$ cat src/rtl/hub75_scan_pkg.sv
// hub75_scan_pkg: shared state enum, pixel fields and sizing helpers
// for the HUB75 framebuffer scan-out engine.
package hub75_scan_pkg;

  typedef enum logic [2:0] {
    IDLE,
    FETCH_T,
    FETCH_B,
    LOAD,
    SHIFT,
    CLOCK,
    LATCH,
    DISPLAY
  } state_t;

  localparam int R_LSB = 16;
  localparam int G_LSB = 8;
  localparam int B_LSB = 0;

  function automatic int clog2_min1(int n);
    return (n <= 1) ? 1 : $clog2(n);
  endfunction

  function automatic int col_w(int pw);
    return clog2_min1(pw);
  endfunction

  function automatic int row_w(int rows);
    return clog2_min1(rows);
  endfunction

  function automatic int plane_w(int bits);
    return clog2_min1(bits);
  endfunction

  function automatic int disp_w(int base, int bits);
    return $clog2(base) + bits;
  endfunction

  // Bottom half rows live SCAN_ROWS rows further into the buffer.
  function automatic int pix_addr(
    int row, int col, logic bot, int rows, int width
  );
    return (row + (bot ? rows : 0)) * width + col;
  endfunction

endpackage

$ cat src/rtl/hub75_bcm_timer.sv
// hub75_bcm_timer: BCM display window down-counter with lit-window compare.
// HUB75_BRIGHTNESS_EN adds a global brightness scale sampled at start.
module hub75_bcm_timer
  import hub75_scan_pkg::*;
#(
  parameter int BASE_CYCLES = 4,
  parameter int BCM_BITS    = 8
) (
  input  logic                         clk,
  input  logic                         rst,
  input  logic                         start,
  input  logic                         run,
  input  logic [plane_w(BCM_BITS)-1:0] plane,
`ifdef HUB75_BRIGHTNESS_EN
  input  logic [7:0]                   brightness,
`endif
  output logic                         done,
  output logic                         lit_nxt
);

  localparam int DW = disp_w(BASE_CYCLES, BCM_BITS);

  logic [DW-1:0] disp, disp_n;
  logic [DW-1:0] thr, thr_n;
  logic [DW-1:0] win;
  logic [DW-1:0] on_len;

  assign win = DW'(BASE_CYCLES) << plane;

`ifdef HUB75_BRIGHTNESS_EN
  logic [DW+7:0] prod;
  assign prod   = {8'd0, win} * {{DW{1'b0}}, brightness};
  assign on_len = DW'(prod >> 8);
`else
  assign on_len = win;
`endif

  // Lit while the remaining count is above thr: first on_len cycles.
  always_comb begin
    disp_n = disp;
    thr_n  = thr;
    if (start) begin
      disp_n = win;
      thr_n  = win - on_len;
    end else if (run && disp != '0) begin
      disp_n = disp - 1'b1;
    end
  end

  assign done    = run && (disp == DW'(1));
  assign lit_nxt = disp_n > thr_n;

  always_ff @(posedge clk) begin
    if (rst) begin
      disp <= '0;
      thr  <= '0;
    end else begin
      disp <= disp_n;
      thr  <= thr_n;
    end
  end

endmodule

$ cat src/rtl/hub75_scan.sv
// hub75_scan: framebuffer read, HUB75 shift/latch/OE sequencing with BCM.
// Optional HUB75_BRIGHTNESS_EN adds an 8-bit brightness input.
module hub75_scan
  import hub75_scan_pkg::*;
#(
  parameter int DATA_WIDTH  = 32,
  parameter int PANEL_WIDTH = 64,
  parameter int SCAN_ROWS   = 32,
  parameter int ADDR_WIDTH  = 12,
  parameter int BCM_BITS    = 8,
  parameter int BASE_CYCLES = 4
) (
  input  logic                          clk,
  input  logic                          rst,
  input  logic                          en,
  output logic                          ram_re,
  output logic [ADDR_WIDTH-1:0]         ram_addr,
  input  logic [DATA_WIDTH-1:0]         ram_dout,
  output logic                          r0,
  output logic                          g0,
  output logic                          b0,
  output logic                          r1,
  output logic                          g1,
  output logic                          b1,
  output logic                          sclk,
  output logic                          latch,
  output logic                          oe_n,
  output logic [row_w(SCAN_ROWS)-1:0]   row_addr,
  output logic                          frame_start
`ifdef HUB75_BRIGHTNESS_EN
  ,
  input  logic [7:0]                    brightness
`endif
);

  localparam int COL_W = col_w(PANEL_WIDTH);
  localparam int ROW_W = row_w(SCAN_ROWS);
  localparam int PLN_W = plane_w(BCM_BITS);
  localparam logic [COL_W-1:0] COL_LAST = COL_W'(PANEL_WIDTH - 1);
  localparam logic [ROW_W-1:0] ROW_LAST = ROW_W'(SCAN_ROWS - 1);
  localparam logic [PLN_W-1:0] PLN_LAST = PLN_W'(BCM_BITS - 1);

  state_t state, nstate;
  logic [COL_W-1:0] col, col_n;
  logic [ROW_W-1:0] row, row_n;
  logic [PLN_W-1:0] plane, plane_n;
  logic frame_go;
  logic [ADDR_WIDTH-1:0] addr_nxt;
  logic [23:0] top_q;
  logic [2:0] pidx;
  logic tmr_start, tmr_run, tmr_done, tmr_lit;
  logic unused_dout;

  assign unused_dout = ^ram_dout[DATA_WIDTH-1:24];
  assign pidx        = 3'(plane);
  assign tmr_start   = (state == LATCH);
  assign tmr_run     = (state == DISPLAY);

  hub75_bcm_timer #(
    .BASE_CYCLES(BASE_CYCLES),
    .BCM_BITS   (BCM_BITS)
  ) u_tmr (
    .clk       (clk),
    .rst       (rst),
    .start     (tmr_start),
    .run       (tmr_run),
    .plane     (plane),
`ifdef HUB75_BRIGHTNESS_EN
    .brightness(brightness),
`endif
    .done      (tmr_done),
    .lit_nxt   (tmr_lit)
  );

  always_ff @(posedge clk) begin
    if (rst) begin
      state <= IDLE;
      col   <= '0;
      row   <= '0;
      plane <= '0;
    end else begin
      state <= nstate;
      col   <= col_n;
      row   <= row_n;
      plane <= plane_n;
    end
  end

  always_comb begin
    nstate   = state;
    col_n    = col;
    row_n    = row;
    plane_n  = plane;
    frame_go = 1'b0;
    unique case (state)
      IDLE: begin
        if (en) begin
          nstate   = FETCH_T;
          col_n    = '0;
          row_n    = '0;
          plane_n  = '0;
          frame_go = 1'b1;
        end
      end
      FETCH_T: nstate = FETCH_B;
      FETCH_B: nstate = LOAD;
      LOAD:    nstate = SHIFT;
      SHIFT:   nstate = CLOCK;
      CLOCK: begin
        if (col == COL_LAST) begin
          nstate = LATCH;
        end else begin
          col_n  = col + 1'b1;
          nstate = FETCH_T;
        end
      end
      LATCH: nstate = DISPLAY;
      DISPLAY: begin
        if (tmr_done) begin
          col_n  = '0;
          nstate = en ? FETCH_T : IDLE;
          if (plane == PLN_LAST) begin
            plane_n = '0;
            if (row == ROW_LAST) begin
              row_n  = '0;
              nstate = IDLE;
            end else begin
              row_n = row + 1'b1;
            end
          end else begin
            plane_n = plane + 1'b1;
          end
        end
      end
      default: nstate = IDLE;
    endcase
    addr_nxt = ADDR_WIDTH'(pix_addr(int'(row_n), int'(col_n),
                                    nstate == FETCH_B,
                                    SCAN_ROWS, PANEL_WIDTH));
  end

  logic [7:0] t_r, t_g, t_b, d_r, d_g, d_b;
  assign t_r = top_q[R_LSB +: 8];
  assign t_g = top_q[G_LSB +: 8];
  assign t_b = top_q[B_LSB +: 8];
  assign d_r = ram_dout[R_LSB +: 8];
  assign d_g = ram_dout[G_LSB +: 8];
  assign d_b = ram_dout[B_LSB +: 8];

  // Outputs are registered from the state being entered.
  always_ff @(posedge clk) begin
    if (rst) begin
      ram_re      <= 1'b0;
      ram_addr    <= '0;
      top_q       <= '0;
      {r0, g0, b0, r1, g1, b1} <= '0;
      sclk        <= 1'b0;
      latch       <= 1'b0;
      oe_n        <= 1'b1;
      row_addr    <= '0;
      frame_start <= 1'b0;
    end else begin
      ram_re      <= (nstate == FETCH_T) || (nstate == FETCH_B);
      if ((nstate == FETCH_T) || (nstate == FETCH_B))
        ram_addr <= addr_nxt;
      if (state == FETCH_B)
        top_q <= ram_dout[23:0];
      if (state == LOAD) begin
        r0 <= t_r[pidx];
        g0 <= t_g[pidx];
        b0 <= t_b[pidx];
        r1 <= d_r[pidx];
        g1 <= d_g[pidx];
        b1 <= d_b[pidx];
      end
      sclk        <= (nstate == CLOCK);
      latch       <= (nstate == LATCH);
      if (nstate == LATCH)
        row_addr <= row;
      oe_n        <= !((nstate == DISPLAY) && tmr_lit);
      frame_start <= frame_go;
    end
  end

endmodule
$ cat config.mk
export PLATFORM = sky130hd
export DESIGN_NAME = hub75_scan
export DESIGN_NICKNAME = d
export VERILOG_FILES = /design/src/rtl/hub75_scan_pkg.sv /design/src/rtl/hub75_bcm_timer.sv /design/src/rtl/hub75_scan.sv
export SDC_FILE = /design/constraint.sdc
export NUM_CORES = 1
export LEC_CHECK = 0
export ABC_AREA = 0
export CELL_PAD_IN_SITES_DETAIL_PLACEMENT = 1
export CELL_PAD_IN_SITES_GLOBAL_PLACEMENT = 1
export CORE_UTILIZATION = 38
export DETAILED_ROUTE_END_ITERATION = 12
export MAX_ROUTING_LAYER = met4
export PLACE_DENSITY = 0.84
export SYNTH_ARGS = -nofsm -noshare
export SYNTH_HDL_FRONTEND = slang
export SYNTH_SLANG_ARGS = --single-unit
$ cat constraint.sdc
create_clock -name clk -period 2.5 [get_ports clk]
set_input_delay 0.375 -clock clk [delete_from_list [all_inputs] [get_ports clk]]
set_output_delay 0.375 -clock clk [all_outputs]
set_load 0.1 [all_outputs]
==> impl_metrics.py, run 1 <==
metrics = {
    "die": {
        "core-area_sq_um": 11420,
        "initial_utilization": 0.3913,
        "die_area_sq_um": 12200,
        "num_io_pins": 63,
        "die_x_um": 110.4,
        "die_h_um": 110.4,
        "rows": 39,
    },
    "power_and_ir_drop": {
        "power.density_nw_per_um2": 581.9,
        "seqPwrFrac": 0.450,
        "p_int_w": 0.002456,
        "switching_share": 0.2566,
        "clkPwrFrac": 0.410,
        "combPwrFrac": 0.141,
        "power_w": 0.003304,
        "peakVddDrop_mv": 0.5682,
        "cellLeakagePower_nw": 2.254,
        "power.switching_w": 0.0008479,
    },
    "drt": {
        "drc": 0,
        "dr.first_iter.drc_count": 250,
        "wl_mm": 12.34,
        "final_antenna_net_count": 0,
        "vias": 3968,
        "drtPass1Iterations": 4,
        "vias_per_cell": 5.550,
        "wl_per_cell_um": 17.25,
    },
    "yosys": {
        "syn-mean-instance-area_sq_um": 9.045,
        "netlist_instances": 494,
        "synth_area_sq_um": 4468,
        "yosysSeqAreaShare": 0.3988,
        "ys_ff_latch": 89,
        "synth_cell_type_count": 60,
        "ys_warn_count": 0,
        "synth_edf_count": 0,
        "synth_flop_cell": "dfxtp_1",
        "syn_nets": 551,
        "ys_async_sr_fraction": 0,
    },
    "critical_path": {
        "worstSetupEndpointType": "flop",
        "cp_max_fo": 2,
        "critical_path.slowest_cell": "or4_4",
        "crit_chain": "or4_4 > a2111oi_4 > xor2_1 > nor2_1 > nor2_1 > ha_1 > nand4_1 > nor2_2 > a21oi_2 > o211ai_1 > nand4b_1",
        "crit_top_cell": "nor2_1",
        "required_ns": 2.70,
        "critPathKind": "reg -> reg",
        "slowest_delay_ns": 0.57,
        "crit_family": "simple AND/OR/NAND/NOR gates",
        "startpoint_type": "flop",
        "arrival_ns": 2.67,
        "crit_buf_inv": 0,
    },
    "place": {
        "port_buffers": 54,
        "dp_hpwl_mm": 8.523,
        "gp_congestion": 0.8130,
    },
    "cells_and_area": {
        "drive_above_1_share": 0.2325,
        "multi_input_area_sq_um": 2569,
        "n_antenna_cell": 0,
        "seq_area_sq_um": 1783,
        "layout.nets": 625,
        "area_delta_synth_final_pct": 27.08,
        "nFillCells": 1315,
    },
    "clock_tree": {
        "cts_tree": "done",
        "cts_root_buf": "clkbuf_16",
        "hold_buffers": 0,
        "cts_htree_levels": 3,
        "path_clk_slew_ns": 0.06,
        "insertion_delay_ns": 0.35,
        "cts.sinks": 89,
        "cts_made_buffers": 9,
        "clockBufferDepth": 2,
    },
    "timing": {
        "finalHoldWorstSlack_ns": 0.4465,
        "fin_skew_ns": 0.005474,
        "finalMaxSlewViolations": 0,
        "hold_viol": 0,
        "fin_crit_sh": 0.9872,
        "max_freq_mhz": 405.2,
        "timing.slew.headroom": 0.6918,
        "rsz0062_at_grt": "true",
        "final.min_clock_period_ns": 2.468,
        "setup_viol": 0,
        "worst_pin_slew_ns": 0.4597,
    },
    "global_routing": {
        "grt_remaining_overflow": 0,
        "grt_pass1_wl_mm": 20.22,
        "grt_pass1_vias": 4155,
        "grt_usage": 0.2122,
        "grt_max_degree": 82,
        "antenna_found_initial": 0,
    },
    "worst_hold_path": {
        "min_path_type": "reg -> reg",
    },
    "status": {
        "status": "complete, no violations",
    },
    "flow_run": {
        "max_cap_violations": 0,
    },
}
## state kept, by name (all words and copies together) (netlist names)
| register | cells |
|---|---|
| col | 6 |
| latch | 1 |
| g1 | 1 |
| r1 | 1 |
| sclk | 1 |
| b1 | 1 |
| u_tmr.disp | 10 |
| r0 | 1 |
| row_addr | 5 |
| b0 | 1 |
| ram_re | 1 |
| frame_start | 1 |
| state | 3 |
| ram_addr | 12 |
| row | 5 |
| oe_n | 1 |
| u_tmr.thr | 10 |
| pidx | 3 |
| top_q | 24 |
| g0 | 1 |
## power groups by stage
stage                     registers [W]  clock network (W)  logic [W]
after floorplan                 0.00159                  0   0.000236
after detailed placement        0.00152                  0   0.000452
final                           0.00149            0.00135   0.000465
after global placement          0.00151                  0   0.000435
after CTS                       0.00148            0.00139   0.000462
after global routing            0.00149            0.00145   0.000500
## cell usage in the layout (no fill, tap or decap), types with 5 or more instances in the layout
| cell | n |
|---|---|
| dfxtp_1 | 88 |
| nand2_1 | 78 |
| buf_4 | 62 |
| a21oi_1 | 46 |
| nor2_1 | 42 |
| clkdlybuf4s50_1 | 25 |
| ha_1 | 20 |
| nand3_1 | 14 |
| inv_1 | 12 |
| mux4_2 | 12 |
| nor2b_1 | 11 |
| a211oi_1 | 10 |
| clkbuf_16 | 9 |
| and3_1 | 8 |
| a311oi_1 | 8 |
| mux2_4 | 8 |
| and2_1 | 7 |
| o21ai_0 | 7 |
| nand4_1 | 6 |
| mux2i_1 | 6 |
| a31oi_1 | 5 |
## synthesized netlist by cell type (all sizes together) (7+ instances only)
master,n,area [sq um]
nand3,16,90.09
and2,7,43.79
a211oi,11,82.58
ha,22,275.3
dfxtp,89,1782
nand2,78,292.8
clkbuf,19,71.32
inv,14,52.55
nor2b,11,68.82
a21oi,48,244.0
mux4,12,270.3
o21ai,7,35.03
and3,8,50.05
mux2,10,142.6
nand4,8,71.32
buf,11,66.31
nor2,43,161.4
a311oi,9,78.83
## repair_timing
item | 4_1_cts | 5_1_grt
hold endpoints to repair | 0 | 0
pin swaps | 9 | 4
cloned | 0 | 0
setup endpoints to repair | 1 | 7
resized for setup | 8 | 11
setup buffers | 7 | 2
## final cells by class
| type | count | area share |
|---|---|---|
| clock buffers | 12 | 0.04517 |
| clock inverters | 3 | 0.007052 |
| inverters | 15 | 0.009916 |
| multi-input cells | 360 | 0.4524 |
| flip-flops and latches | 89 | 0.3140 |
| well taps | 143 | 0.03151 |
| repair buffers | 93 | 0.1399 |
## logic make-up after synthesis
| logic type | count (synthesis) | synth area share |
|---|---|---|
| fa+ha+maj | 22 | 0.06161 |
| buf+inv | 45 | 0.04340 |
| compound gates | 105 | 0.1526 |
| flops | 89 | 0.3988 |
| xor+xnor | 7 | 0.01372 |
| simple gates | 198 | 0.2240 |
| mux | 28 | 0.1059 |
## routing by layer
layer	wire, um	GRT usage
met5	0	-
met4	302	0.08000
met3	495	0.05214
met1	5087	0.2264
met2	6449	0.3776
## per-stage QoR
stage	utilization	TNS [ns]	setup slack, ns	area (sq um)	instances
after global placement	0.4576	-0.03436	-0.03436	5225	691
after global routing	0.4973	-0.1107	-0.1107	5678	715
after CTS	0.4918	0	0.01348	5615	713
after detailed placement	0.4576	-0.2304	-0.2304	5225	691
final	0.4973	0	0.03197	5678	715
after floorplan	-	0	0.06909	4468	494
## final timing paths
path	start	cells after the start	to	slack (ns)
worst max register to register	u_tmr.disp[5]$_SDFF_PP0_	11	oe_n$_SDFF_PP1_	0.03
worst min register to register	u_tmr.thr[8]$_SDFF_PP0_	2	u_tmr.thr[8]$_SDFF_PP0_	0.45
worst min-delay path	u_tmr.thr[8]$_SDFF_PP0_	2	u_tmr.thr[8]$_SDFF_PP0_	0.45
worst max-delay path	u_tmr.disp[5]$_SDFF_PP0_	11	oe_n$_SDFF_PP1_	0.03
## worst reg2reg max path, cell delays in order, from the launching register on
cell and delay (ns):
dfxtp_2 0.32, or4_4 0.57, a2111oi_4 0.22, xor2_1 0.12
nor2_1 0.14, nor2_1 0.07, ha_1 0.30, nand4_1 0.13
nor2_2 0.18, a21oi_2 0.07, o211ai_1 0.09, nand4b_1 0.12
(Power assumes the default switching activity.)
==> run 2: changes to the inputs <==
GPL_TIMING_DRIVEN = 0   (was default)
HOLD_SLACK_MARGIN = 0.15   (was default)
==> impl_metrics.py, run 2 (synthesis gave the netlist of run 1 again) <==
metrics = {
    "power_and_ir_drop": {
        "cellLeakagePower_nw": 2.218,
        "power.density_nw_per_um2": 591.3,
        "power_w": 0.003452,
        "peakVddDrop_mv": 0.4049,
    },
    "cells_and_area": {
        "area_delta_synth_final_pct": 30.66,
        "drive_above_1_share": 0.1911,
        "top_regs": "top_q x24, ram_addr x12",
        "n_antenna_cell": 0,
        "final_cell_mix": "82 x dfxtp_1, 78 x nand2_1, 53 x clkdlybuf4s50_1",
        "layout.nets": 639,
        "final_util": 0.5113,
        "regMostFlops": "top_q",
        "largest_reg_flops": 24,
        "final_common_cell": "dfxtp_1",
        "final_cells": 729,
        "nFillCells": 1317,
    },
    "die": {
        "num_io_pins": 63,
        "rows": 39,
        "die_h_um": 110.4,
        "die_x_um": 110.4,
        "initial_utilization": 0.3913,
        "die_area_sq_um": 12200,
        "core-area_sq_um": 11420,
    },
    "clock_tree": {
        "cts_tree": "done",
        "cts_root_buf": "clkbuf_16",
        "cts.sinks": 89,
        "clockBufferDepth": 2,
        "path_clk_slew_ns": 0.06,
        "cts_made_buffers": 9,
        "insertion_delay_ns": 0.36,
        "cts_htree_levels": 3,
        "hold_buffers": 0,
    },
    "place": {
        "gp_congestion": 0.8242,
        "dp_hpwl_mm": 8.929,
        "port_buffers": 53,
        "dp_cells": 690,
    },
    "critical_path": {
        "worstSetupEndpointType": "flop",
        "required_ns": 2.71,
        "cp_max_fo": 7,
        "rrSetupSlack_ns": -0.11,
        "arrival_ns": 2.82,
        "startpoint_type": "flop",
        "critPathKind": "reg -> reg",
    },
    "timing": {
        "final.min_clock_period_ns": 2.610,
        "finalMaxSlewViolations": 0,
        "fin_crit_sh": 1.044,
        "setup_viol": 1,
        "setup_ws_ns": -0.1097,
        "hold_viol": 0,
        "worst_pin_slew_ns": 0.9954,
        "rsz0062_at_grt": "true",
        "finalHoldWorstSlack_ns": 0.4491,
        "timing.slew.headroom": 0.3343,
        "fin_skew_ns": 0.003176,
        "max_freq_mhz": 383.2,
        "fin_setup_tns_ns": -0.1097,
    },
    "drt": {
        "drtPass1Iterations": 4,
        "vias_per_cell": 5.550,
        "final_antenna_net_count": 0,
        "wl_mm": 13.13,
        "dr.first_iter.drc_count": 218,
        "drc": 0,
        "vias": 4046,
        "wl_per_cell_um": 18.01,
    },
    "status": {
        "violations": "negative setup slack",
        "status": "complete, but fails checks",
    },
    "global_routing": {
        "grt_usage": 0.2182,
        "grt_remaining_overflow": 0,
        "grt_pass1_vias": 4180,
        "antenna_found_initial": 0,
        "grt_max_degree": 15,
        "grt_pass1_wl_mm": 20.60,
    },
    "flow_run": {
        "max_cap_violations": 0,
    },
    "worst_hold_path": {
        "min_path_type": "reg -> reg",
    },
}
## run 2: cell types whose count changed in the layout (fill, tap and decap cells not counted), sizes merged
| cell | change |
|---|---|
| clkinv | +2 |
| clkbuf | +16 |
| bufinv | +1 |
| clkdlybuf4s50 | +28 |
| buf | -33 |
## run 2: final timing paths
check,from,endpoint,depth (start not counted)
worst max-delay path,state[1]$_SDFF_PP0_,oe_n$_SDFF_PP1_,14
worst min-delay path,u_tmr.thr[4]$_SDFF_PP0_,u_tmr.thr[4]$_SDFF_PP0_,2
worst max register to register,state[1]$_SDFF_PP0_,oe_n$_SDFF_PP1_,14
worst min register to register,u_tmr.thr[4]$_SDFF_PP0_,u_tmr.thr[4]$_SDFF_PP0_,2
## run 2: power breakdown
part	switching [W]	internal [W]	total, W
clock	0.000591	0.000866	0.00146
sequential	0.0000269	0.00146	0.00149
combinational	0.000308	0.000201	0.000509
total	0.000926	0.00253	0.00345
## run 2: layer usage
metal,GRT usage,vias up,wire length [um]
met2,0.3764,78,6711
li1,-,1934,-
met5,-,-,0
met3,0.03568,28,399
met1,0.2500,2006,5650
met4,0.09244,0,367
## run 2: final cells by class
type	instances	area (sq um)	area share
multi-input cells	360	2591	0.4438
repair buffers	78	721.9	0.1237
clock inverters	6	83.83	0.01436
well taps	143	178.9	0.03065
flip-flops and latches	89	1798	0.3080
inverters	15	61.31	0.01050
clock buffers	9	225.2	0.03858
plain buffers	29	177.7	0.03043
## run 2: per-stage QoR
step           setup slack (ns)  area (sq um)
2_1_floorplan           0.06909          4468
3_3_place_gp            -0.3598          5177
3_5_place_dp            -0.4875          5177
4_1_cts                 -0.1248          5593
5_1_grt                 -0.2346          5838
6_report                -0.1097          5838
## run 2: repair_timing
item | 4_1_cts | 5_1_grt
resized for setup | 17 | 35
setup endpoints to repair | 1 | 2
buffers inserted | 6 | 19
pin swaps | 6 | 13
## run 2: worst max-delay path: stages, from the launching register on
cell and delay, ns:
dfxtp_2 0.33, buf_6 0.13, buf_6 0.12, nand4_1 0.12, buf_6 0.16, buf_4 0.13, a211oi_1 0.29, xnor2_1 0.16
o21ai_0 0.12, ha_1 0.31, nand4_1 0.13, nor2_2 0.17, a21oi_2 0.07, o211ai_1 0.09, nand4b_1 0.12
==> edit 1, RTL diff (config.mk and constraints of run 2) <==
The option `HUB75_BRIGHTNESS_EN` is turned on by a define.
--- a/src/rtl/hub75_bcm_timer.sv
+++ b/src/rtl/hub75_bcm_timer.sv
@@ -1,5 +1,7 @@
 // hub75_bcm_timer: BCM display window down-counter with lit-window compare.
 // HUB75_BRIGHTNESS_EN adds a global brightness scale sampled at start.
+`define HUB75_BRIGHTNESS_EN
+
 module hub75_bcm_timer
   import hub75_scan_pkg::*;
 #(
Interface: changed (added brightness); port bits go from 63 to 71. The function was not compared with the original's and may differ.
==> edit 1 against run 2 <==
- the run still ends with negative setup slack left
- setup slack worse by 4800 ps
- wire length is 88% higher
- core utilization is 2.4 points higher
- worst hold slack better by 6.7 ps
- power is 2.0% lower
- combinational power is 22% higher
- final cell count is 61% higher
- sequential cell count stayed put
- design area is 60% higher
- area after synthesis is 54% higher
- clock power is 14% lower
- largest cell class unchanged
- largest power group unchanged
==> edit 1: results (changes against run 2) <==
Layout cell share with drive strength beyond 1 -> 0.231 (+0.0396)
Met2 global-route usage -> 0.471 (+0.0948)
Post-synth top cells -> nand2_1, dfxtp_1, a21oi_1, ha_1, inv_1
WL/cell -> 21.0 microns (+17%)
PortBufs -> 61 (+15%)
Maximum fanout along the worst path -> 4 (-3)
Met3 WL post-DR -> 945 microns (+140%)
Vias per cell -> 5.78 (+4.2%)
First-pass GRT wire length -> 37.3 mm (+81%)
Layout Skew -> 9.94 ps (+6.76 ps)
Max VDD drop -> 401 uV (-1.1%)
Psw -> 1030 uW (+11%)
Slowest stage cell, crit path -> fa_1
Worst Max-Slew Pin Slew -> 975 ps (-19.9 ps)
Failing checks -> negative setup slack
Seq/Total Area, Yosys -> 0.258 (-0.140)
Hold Startpoint -> top_q[16]
Largest cells by area after synthesis -> dfxtp_1, ha_1, fa_1, nand2_1, a21oi_1
Placed cell count -> 1101 (+60%)
Total GRT Usage -> 0.267 (+0.0490)
CP delay by family, top -> adder cells
Setup WS pre-CTS -> -5580 ps (-5090 ps)
Filler instances -> 1992 (+51%)
Worst setup margin -> -4910 ps (-4800 ps)
DP HPWL -> 15.0 mm (+68%)
Setup Viol. Count Final -> 11 (+10)
Met1 wire length -> 10.0 mm (+77%)
Cells after Synth -> 815 (+65%)
Max incr delay on CP -> 550 ps (+220 ps)
Gpl congestion -> 0.832 (+0.89%)
Met1 Resource Use GR -> 0.297 (+0.0469)
Grt met3 use -> 0.0400 (+0.00432)
Wire length on met2 -> 12.8 mm (+91%)
Critical path data arrival time -> 7700 ps (+4880 ps)
Worst R2R Start -> pidx[1]
DRT Pass-1 Iters -> 5 (+1)
Outcome -> complete, but fails checks
Vias in the first global route -> 7201 (+72%)
==> edit 1: metrics by stage <==
| stage | cell area (sq um) | hold slack [ps] | TNS [ps] |
|---|---|---|---|
| finish | 9350 | 456 | -36940 |
| global route | 9350 | 476 | -38730 |
| CTS | 8920 | 457 | -34710 |
| detailed placement | 8020 | 448 | -43770 |
| global placement | 8020 | 441 | -42180 |
| floorplan | 7130 | 433 | -32020 |
==> edit 1: final timing paths <==
check / endpoint / slack (ps) / depth (start not counted)
setup / recovery: oe_n / -4910 / 31
hold / removal: top_q[16] / 460 / 2
setup reg to reg: oe_n / -4910 / 31
hold reg to reg: top_q[16] / 460 / 2
==> edit 1: logic make-up after synthesis <==
kind of cell / after synthesis / share of synthesized area
DFF: 89 / 0.258
buffers and inverters: 96 / 0.0545
muxes: 17 / 0.0474
xor gates and xnor gates: 21 / 0.0267
and+or+nand+nor: 332 / 0.245
adders and majority gates: 98 / 0.216
AOI/OAI and AO/OA: 162 / 0.152
==> edit 1: power by group through the flow <==
stage	Sequential (uW)	Combinational [uW]	Clock, uW
final	1500	623	1260
after floorplan	1650	250	0
after global placement	1530	570	0
after CTS	1490	602	1270
after detailed placement	1530	582	0
after global routing	1500	669	1340
==> edit 1: area by class of cell <==
cell class                 count  share of cell area
buffer                        33              0.0222
clock buffer                  12              0.0253
clock inverter                 4             0.00308
inverter                      58              0.0261
multi-input combinational    630               0.578
sequential                    89               0.192
tap                          225              0.0301
timing repair buffer         123               0.123
==> edit 1: timing repair <==
action / in CTS / in global routing
resized for setup: 72 / 61
buffers inserted: 42 / 21
pin swaps: 46 / 56
endpoints found under the setup margin: 11 / 22
hold buffers: 0 / 0
==> edit 2, RTL diff (flow settings as in run 2) <==
Made on the original files. Encoding of `state_t`: now one-hot (8 bits for 8 states).
--- a/src/rtl/hub75_scan_pkg.sv
+++ b/src/rtl/hub75_scan_pkg.sv
@@ -2,15 +2,15 @@
 // for the HUB75 framebuffer scan-out engine.
 package hub75_scan_pkg;
 
-  typedef enum logic [2:0] {
-    IDLE,
-    FETCH_T,
-    FETCH_B,
-    LOAD,
-    SHIFT,
-    CLOCK,
-    LATCH,
-    DISPLAY
+  typedef enum logic [7:0] {
+    IDLE    = 8'b00000001,
+    FETCH_T = 8'b00000010,
+    FETCH_B = 8'b00000100,
+    LOAD    = 8'b00001000,
+    SHIFT   = 8'b00010000,
+    CLOCK   = 8'b00100000,
+    LATCH   = 8'b01000000,
+    DISPLAY = 8'b10000000
   } state_t;
 
   localparam int R_LSB = 16;
Behaviour: same outputs for any inputs over 10 cycles, from zero or initial values and one cycle with rst high; not proved beyond that.
==> edit 2 against run 2 <==
- the flow finishes with violations (design-rule violations, negative setup slack)
- setup slack got worse by 300 ps
- sequential cell count increased by 5
- power increased by 3.1%
- non-clock buffer count decreased by 3
- area after synthesis increased by 2.0%
- worst hold slack about the same
- wire length increased by 8.6%
- final cell count decreased by 0.41%
- design area increased by 1.1%
- largest power group unchanged
==> edit 2: results (changes against run 2) <==
Outcome -> complete, but fails checks
DRT Pass-1 Iters -> 10 (+6)
Xor and xnor area share after synthesis -> 0.0231 (+0.00935)
Leakage power -> 0.00236 uW (+6.3%)
Pwr Density -> 603 nW/um^2 (+2.0%)
Post-synthesis mux area share -> 0.130 (+0.0241)
Worst setup margin -> -413 ps (-303 ps)
Failing checks -> design-rule violations, negative setup slack
Net count, final -> 634 (-0.78%)
Internal Power -> 2490 uW (-1.5%)
Sequential Power -> 1570 uW (+5%)
Total negative setup slack -> -413 ps (-303 ps)
Iter 0 DRT Violations -> 238 (+9.2%)
Met2 global-route usage -> 0.401 (+0.0244)
Routed WL -> 14.3 mm (+8.6%)
Slew HR -> 0.331 (-0.00312)
Vias per cell -> 5.79 (+4.3%)
Layout Skew -> 11.8 ps (+8.61 ps)
Max incr delay on CP -> 380 ps (+50 ps)
WL/cell -> 19.6 microns (+9.1%)
Placed cell count -> 689 (-0.14%)
Wire length on met2 -> 7.22 mm (+7.6%)
Post-synthesis compound-gate area fraction -> 0.138 (-0.0142)
Largest cells by area after synthesis -> dfxtp_1, mux2i_1, nor2_1, mux4_2, ha_1
PortBufs -> 54 (+1.9%)
Max VDD drop -> 318 uV (-22%)
Syn nets -> 548 (-0.54%)
Post-synthesis adder-cell area fraction -> 0.0577 (-0.00393)
Gpl congestion -> 0.808 (-1.9%)
Seq/Total Area, Yosys -> 0.413 (+0.0143)
Post-synth top cells -> dfxtp_1, nor2_1, a21oi_1
Met1 Resource Use GR -> 0.269 (+0.0191)
WHS -> 449 ps (-0.472 ps)
Setup WS pre-CTS -> -627 ps (-140 ps)
Clock slew at reported path FFs -> 80 ps (+20 ps)
Worst R2R Start -> state[6]
Largest net degree at the start of global routing -> 18 (+3)
Filler instances -> 1326 (+0.68%)
Total GRT Usage -> 0.231 (+0.0128)
Post-CTS setup buffers -> 11 (+5)
Hold Startpoint -> u_tmr.thr[1]
Layout cell share with drive strength beyond 1 -> 0.177 (-0.0145)
Drt drc -> 6 (+6)
CTS-repair resized insts -> 15 (-2)
WHS Endpoint -> u_tmr.thr[1]
Setup Viol. Count Final -> 1 (unchanged)
Vias in the first global route -> 4295 (+2.8%)
Cells after Synth -> 492 (-0.40%)
## edit 2: cell count changes after synthesis, moves of 6 or more
cell / before / now
o41ai_1: 0 / 10
mux2_4: 8 / 0
mux2i_1: 6 / 31
nor2b_1: 11 / 2
nand2_1: 78 / 33
nor3_1: 5 / 13
inv_1: 14 / 8
nor2_1: 43 / 76
a311oi_1: 9 / 0
## edit 2: kinds of logic (layout without fill, tap and decap cells)
| kind of cell | count (synthesis) | count (layout) |
|---|---|---|
| simple gates | 186 | 186 |
| compound gates | 97 | 97 |
| flops | 94 | 94 |
| mux | 44 | 44 |
| buf+inv | 38 | 129 |
| fa+ha+maj | 21 | 21 |
| xor+xnor | 12 | 12 |
## edit 2: final cells by class
class | count | area share
Buffer | 27 | 0.0216
Clock buffer | 9 | 0.0382
Clock inverter | 7 | 0.0134
Inverter | 9 | 0.00573
Multi-Input combinational cell | 360 | 0.449
Sequential cell | 94 | 0.321
Tap cell | 143 | 0.0303
Timing Repair Buffer | 77 | 0.121
